<file path="src/rtl/defines.sv">
// Shared ALU definitions: the datapath width and the operation-select encoding.
package defines;

    localparam int DATA_WIDTH = 32;

    // Encoding 15 is reserved. Encodings 11-14 are also treated as reserved when ALU_MUL_EN is not defined.
    typedef enum logic [3:0] {
        ALU_ADD    = 4'd0,
        ALU_SUB    = 4'd1,
        ALU_SLL    = 4'd2,
        ALU_SLT    = 4'd3,
        ALU_SLTU   = 4'd4,
        ALU_XOR    = 4'd5,
        ALU_SRL    = 4'd6,
        ALU_SRA    = 4'd7,
        ALU_OR     = 4'd8,
        ALU_AND    = 4'd9,
        ALU_PASS_B = 4'd10,
        ALU_MUL    = 4'd11,
        ALU_MULH   = 4'd12,
        ALU_MULHSU = 4'd13,
        ALU_MULHU  = 4'd14
    } alu_sel_e;

endpackage

</file>
<file path="src/rtl/alu_mul.sv">
// Combinational signed multiplier for (WIDTH+1)-bit operands.
// The caller's choice of the extra top bit selects signed or unsigned treatment of each operand.
module alu_mul #(
    parameter int WIDTH = 32
) (
    input  logic [WIDTH:0]     a_i,
    input  logic [WIDTH:0]     b_i,
    output logic [2*WIDTH-1:0] product_o
);

    // The full (2*WIDTH+2)-bit product is never needed.
    // Sign-extending each operand to 2*WIDTH bits gives the exact low 2*WIDTH bits of the product.
    assign product_o = (2*WIDTH)'($signed(a_i)) * (2*WIDTH)'($signed(b_i));

endmodule

</file>
<file path="src/rtl/alu.sv">
// ALU with a combinational compute stage and a registered result and zero flag; latency is one cycle.
// Define ALU_MUL_EN to add the MUL, MULH, MULHSU and MULHU operations.
module alu
    import defines::*;
#(
    parameter int DATA_WIDTH = defines::DATA_WIDTH
) (
    input  logic                  clk_i,
    input  logic                  rst_i,
    input  alu_sel_e              ALUSel_i,
    input  logic [DATA_WIDTH-1:0] alu_operand1_i,
    input  logic [DATA_WIDTH-1:0] alu_operand2_i,
    output logic [DATA_WIDTH-1:0] alu_result_o,
    output logic                  alu_zeroFlag_o
);

    // There is no valid/ready handshake. A new operation is sampled on every rising edge.
    // Its result is visible after that same edge.
    logic [DATA_WIDTH-1:0] op_a;
    logic [DATA_WIDTH-1:0] op_b;
    logic [4:0]            shamt;
    logic [DATA_WIDTH-1:0] result_d;

    assign op_a  = alu_operand1_i;
    assign op_b  = alu_operand2_i;
    assign shamt = op_b[4:0];

`ifdef ALU_MUL_EN
    logic                    mul_a_sign;
    logic                    mul_b_sign;
    logic [2*DATA_WIDTH-1:0] product;

    // A single signed multiplier serves all four operations.
    // Zero-extending an operand gives the unsigned variants.
    always_comb begin
        mul_a_sign = (ALUSel_i != ALU_MULHU) && op_a[DATA_WIDTH-1];
        mul_b_sign = ((ALUSel_i == ALU_MULH) || (ALUSel_i == ALU_MUL)) && op_b[DATA_WIDTH-1];
    end

    alu_mul #(
        .WIDTH(DATA_WIDTH)
    ) u_alu_mul (
        .a_i      ({mul_a_sign, op_a}),
        .b_i      ({mul_b_sign, op_b}),
        .product_o(product)
    );
`endif

    always_comb begin
        result_d = '0;
        case (ALUSel_i)
            ALU_ADD:    result_d = op_a + op_b;
            ALU_SUB:    result_d = op_a - op_b;
            ALU_SLL:    result_d = op_a << shamt;
            ALU_SLT:    result_d = DATA_WIDTH'($signed(op_a) < $signed(op_b));
            ALU_SLTU:   result_d = DATA_WIDTH'(op_a < op_b);
            ALU_XOR:    result_d = op_a ^ op_b;
            ALU_SRL:    result_d = op_a >> shamt;
            ALU_SRA:    result_d = $unsigned($signed(op_a) >>> shamt);
            ALU_OR:     result_d = op_a | op_b;
            ALU_AND:    result_d = op_a & op_b;
            ALU_PASS_B: result_d = op_b;
`ifdef ALU_MUL_EN
            ALU_MUL:    result_d = product[DATA_WIDTH-1:0];
            ALU_MULH,
            ALU_MULHSU,
            ALU_MULHU:  result_d = product[2*DATA_WIDTH-1:DATA_WIDTH];
`endif
            default:    result_d = '0;
        endcase
    end

    // The zero flag is registered next to the result so both always describe the same operation.
    always_ff @(posedge clk_i) begin
        if (rst_i) begin
            alu_result_o   <= '0;
            alu_zeroFlag_o <= 1'b1;
        end else begin
            alu_result_o   <= result_d;
            alu_zeroFlag_o <= (result_d == '0);
        end
    end

endmodule

</file>
<file path="config.mk">
export PLATFORM = sky130hd
export DESIGN_NAME = alu
export DESIGN_NICKNAME = d
export VERILOG_FILES = /design/src/rtl/defines.sv /design/src/rtl/alu_mul.sv /design/src/rtl/alu.sv
export SDC_FILE = /design/constraint.sdc
export NUM_CORES = 1
export LEC_CHECK = 0
export BUFFER_PORTS_ARGS = -buffer_cell sky130_fd_sc_hd__buf_2
export CORE_UTILIZATION = 30
export CTS_CLUSTER_SIZE = 16
export DETAILED_ROUTE_END_ITERATION = 16
export PLACE_DENSITY = 0.57
export SYNTH_ARGS = -nofsm -noshare
export SYNTH_HDL_FRONTEND = slang
export SYNTH_HIERARCHICAL = 1
export SYNTH_SLANG_ARGS = --single-unit
</file>
<file path="constraint.sdc">
create_clock -name clk_i -period 11.3 [get_ports clk_i]
set_input_delay 1.695 -clock clk_i [delete_from_list [all_inputs] [get_ports clk_i]]
set_output_delay 1.695 -clock clk_i [all_outputs]
set_load 0.05 [all_outputs]
</file>
==> Yosys cells after proc, flatten, opt, wreduce, memory -nomap -nowiden <==
Cells that the tools add are included.
{ "totals": {"reg_bits": 33, "in_bits": 70, "out_inout_bits": 33, "elab_cells": 25} }
{ "op_classes": {"add_sub_neg": 2, "magnitude_cmp": 2, "n_eq_ne": 10, "shift": 3, "muxes": 1, "bitwise": 3, "reduce_logical": 2} }
{ "ops": {"columns": ["op", "count"], "rows": [
  ["32-bit one-hot mux with 11 select lines", 1],
  ["32-bit less-than comparator", 2],
  ["32-bit adder", 1],
  ["32-bit AND", 1],
  ["32-bit zero test", 1],
  ["32-bit bitwise OR", 1],
  ["32-bit by 5-bit << shifter with 32-bit output", 1],
  ["32-bit by 5-bit right shift with 32-bit output", 1],
  ["32-bit by 5-bit >>> shifter with 32-bit output", 1],
  ["32-bit subtractor", 1],
  ["32-bit bitwise XOR", 1],
  ["4-bit by 3-bit equality test with 1-bit output, second input constant", 4],
  ["4-bit equality test, second input constant", 3],
  ["4-bit by 2-bit equality test with 1-bit output, second input constant", 2],
  ["4-bit by 1-bit equality test with 1-bit output, second input constant", 1],
  ["4-bit zero test", 1]
]} }

==> Logic depth before layout (Yosys ltp) <==
{ "depth": {"depth_word": 3, "mapped_depth": 17, "ltp_nobuf": 14} }

==> Least setup slack after synthesis <==
No wires, ideal clock.
{ "synth_timing": {"path_type": "input to register", "startpoint": "in alu_operand2_i[3]", "endpoint": "reg alu_zeroFlag_o", "setup_time_ns": 0.059, "arrival_ns": 5.176, "required_ns": 11.241, "path_slack_ns": 6.065, "stages": 16, "n_path_buf": 3, "path_cell_list": "inv_1 -> buf_6 -> buf_6 -> clkbuf_1 -> ha_1 -> and2_1 -> a221oi_2 -> a2111oi_0 -> nor3_2 -> o21ai_1 -> a211oi_1 -> o2111ai_1 -> a21o_1 -> or4_1 -> nor4_1 -> a31o_1"} }
{ "synth_via": {"elab_chain_len": 3, "word_cells_on_any_way": 12, "classes_between": "add/sub: 2; order compare: 2; shift: 3; mux: 1; bitwise: 3; reduce/logical: 1"} }
{ "synth_rtl": {"columns": ["element", "line_no", "text"], "rows": [
  ["start, declared", "alu.sv:12", "input logic [DATA_WIDTH-1:0] alu_operand2_i,"],
  ["32-bit subtractor, or another cell as far along", "alu.sv:53", "ALU_SUB: result_d = op_a - op_b;"],
  ["32-bit one-hot mux with 11 select lines (*)", "alu.sv:51", "case (ALUSel_i)"],
  ["32-bit zero test (*)", "alu.sv:80", "alu_zeroFlag_o <= (result_d == '0);"],
  ["end signal, assigned", "alu.sv:80", null],
  ["end, declared", "alu.sv:14", "output logic alu_zeroFlag_o"]
]} }
Every way passes the cells marked *; elsewhere a longest branch is shown, timed or not.
A chain may end at the register's enable or synchronous reset.

==> Worst setup path in the final report <==
{ "layout_timing": {"startpoint": "in alu_operand2_i[1]", "endpoint": "reg alu_zeroFlag_o"} }
The elaborated chain is that of the path after synthesis.

==> results.py <==
metrics = {
    "status": {
        "status": "complete, no violations",
    },
    "floorplan": {
        "die_x_um": 198,
        "rows": 71,
        "core_area_um2": 37700,
        "die_area_um2": 39100,
        "die_h_um": 198,
        "ioPinCount": 103,
        "start_util_pct": 30.5,
    },
    "global_route": {
        "grt_overflow": 0,
        "grt_start_max_net_pins": 59,
        "grt_usage_pct": 29.9,
        "antenna_found_initial": 1,
        "grt_pass1_wl_mm": 86.7,
        "grt_pass1_vias": 12800,
    },
    "finish": {
        "area_growth_pct": 7.46,
        "drive_gt1_share_pct": 14.4,
        "num_antenna_cells": 0,
        "nets": 1778,
        "postLayoutCoreUtil_pct": 32.8,
    },
    "logic_synthesis": {
        "ys_warn_count": 6,
        "synth_cell_types": 99,
        "syn_area_um2": 11500,
        "synth_cells": 1601,
        "synth_top_flop_cell": "dfxtp_1",
        "synthTopCellsByArea": "ha_1, mux4_2, dfxtp_1",
        "synth_edf_count": 0,
        "yosysMostFrequentCell": "nand2_1",
        "synth_largest_area_cell": "ha_1",
        "ys_ff_latch": 33,
        "synth_nets": 1773,
        "post-synth-top-area-fraction_pct": 10.9,
        "netlist_top_cells_count": "nand2_1, nor2_1, a21oi_1",
        "synthArstFlopShare_pct": 0,
        "synth_seq_area_share_pct": 5.74,
        "avgSynthCellArea_um2": 7.19,
    },
    "sta": {
        "min_period_ns": 6.30,
        "finalHoldViolations": 0,
        "maxSlewHeadroom_pct": 26.1,
        "worstMarginPinSlew_ns": 1.11,
        "timing.fmax_mhz": 159,
        "worst_hold_slack_ns": 1.95,
        "period_share_pct": 55.7,
        "rsz0062_at_grt": "false",
        "tns_ns": 0,
        "finalMaxSlewViolations": 0,
        "setup-violations-final": 0,
    },
    "placed_design": {
        "numPortBuffers": 102,
        "dp_hpwl_mm": 46.8,
        "place_congestion": 1.01,
    },
    "setup_path": {
        "crit_slowest_cell": "a2111oi_1",
        "worstSetupEndpointType": "flip-flop",
        "startpoint": "alu_operand2_i[1]",
        "worstPathArrival_ns": 6.52,
        "worstSetupStartpointType": "input pin",
        "slowest_delay_ns": 0.94,
        "crit_top_cell": "o31a_1",
        "critical_path_class": "in2reg",
        "crit_fanout": 38,
        "crit_chain": "buf_4, inv_1, ha_1, a21o_1, nand3_1, a2111oi_1, nor3_2, o31a_1, o31a_1, nor3b_1, mux2i_1, a21oi_1, nor4b_1, a31o_1",
        "required_ns": 11.52,
    },
    "drt": {
        "dr_wl_met3_mm": 5.98,
        "drc": 0,
        "drt_iter0_drc": 1776,
        "wl_met2_mm": 25.8,
        "top_layer": "met5",
        "num_vias": 13800,
        "met1_length_mm": 25.7,
        "routed_wl_mm": 59.9,
        "ant_nets": 0,
        "wl_per_cell_um": 28.3,
        "drt-pass1-iter-count": 6,
        "vias_per_cell": 6.52,
    },
    "clocking": {
        "clkTransAtPathRegs_ns": 0.05,
        "cts_buffers": 5,
        "clkSinkCount": 33,
        "htree_levels": 2,
        "ctsHoldBuffers": 0,
        "cts_tree": "yes",
        "post_cts_buffers": 0,
        "cts-resized-gates": 0,
        "cts_buffer_depth": 2,
        "root_buffer": "clkbuf_16",
    },
    "hold_path": {
        "hold_depth": 2,
        "holdPathEnd": "alu_result_o[8]",
        "worstHoldPathType": "in2reg",
        "min_from": "rst_i",
    },
    "power": {
        "power_w": 0.000934,
        "vdd_drop_max_mv": 0.0684,
        "power_density_nw_per_um2": 75.6,
        "leakage_nw": 5.17,
    },
    "job": {
        "maxCapViolCount": 0,
    },
}
==> worst max-delay path: cells and delay by family <==
family | cells | cell delay (ns)
AO/OA/AOI/OAI | 6 | 2.21
adder cells (fa/ha/maj) | 1 | 0.51
buffers and inverters | 2 | 0.96
AND/OR/NAND/NOR | 4 | 0.96
multiplexers | 1 | 0.13
==> logic make-up (layout without fill, tap and decap cells) <==
family	Yosys count	after routing	share of synthesized area (%)
muxes	117	117	15.6
DFF	33	33	5.74
buffers and inverters	232	238	9.61
adders and majority gates	102	102	11.2
xor gates and xnor gates	12	12	0.914
and+or+nand+nor	554	554	23.0
AOI/OAI and AO/OA	551	551	33.8
==> layout by cell type, fill, tap and decap left out, types with 10 or more instances in the layout <==
cell type  netlist  final
inv_1           97     97
or3_1           10     10
a22oi_1         34     34
a31oi_1         21     21
a211oi_1        26     26
a21oi_1        110    110
mux4_2          38     38
and3_1          12     12
nor2b_1         31     31
nand3_1         43     43
a211o_1         12     12
nor4_1          23     22
o2111ai_1       13     13
o211a_1         14     14
buf_2           24    100
o22ai_1         14     14
o221ai_1        16     16
dfxtp_1         33     33
nand2b_1        21     21
nor3_1          35     34
o31ai_1         14     14
a221oi_1        10     10
nor2_1         158    158
nand4_1         13     13
mux2i_1         51     51
o211ai_1        32     32
a32oi_1         10     10
ha_1           100    100
buf_4            7     30
a21o_1          17     17
nand2_1        164    164
mux2_2          19     19
o21bai_1        15     15
o21ai_0         84     84
==> per-stage QoR <==
stage / worst slack (ns) / instances / area (um2)
finish: 5.00 / 2118 / 12400
global route: 4.58 / 2118 / 12400
CTS: 4.80 / 2118 / 12400
detailed placement: 4.54 / 2110 / 12200
global placement: 4.55 / 2110 / 12200
floorplan: 6.07 / 1601 / 11500
==> registers in the layout, summed over array words and instances, names as in the netlist <==
register,flops
alu_result_o,32
alu_zeroFlag_o,1
==> final cells by class <==
cell class              instances  area [um2]
fillers                      4164       25300
multi-input cells            1336        9780
repair buffers                130         726
flip-flops and latches         33         661
well taps                     511         639
inverters                     100         380
clock buffers                   6         139
clock inverters                 2        37.5
==> layer usage <==
layer  GRT usage [%]  up-vias
met3            5.40      131
met2            45.9      852
met1            41.1     6735
met4            11.6        2
li1                -     6083
met5               0        -
==> report_power, final <==
part / total [W] / switching (W) / internal (W)
sequential: 0.000130 / 0.00000254 / 0.000128
clock: 0.000157 / 0.0000473 / 0.000110
combinational: 0.000647 / 0.000444 / 0.000203
==> worst max path at each step <==
stage	end	slack [ns]	depth (start not counted)
2_1_floorplan	alu_zeroFlag_o	6.07	16
3_3_place_gp	alu_zeroFlag_o	4.55	14
3_5_place_dp	alu_zeroFlag_o	4.54	14
4_1_cts	alu_zeroFlag_o	4.80	14
5_1_grt	alu_zeroFlag_o	4.58	14
6_report	alu_zeroFlag_o	5.00	14
(Power assumes the default switching activity.)
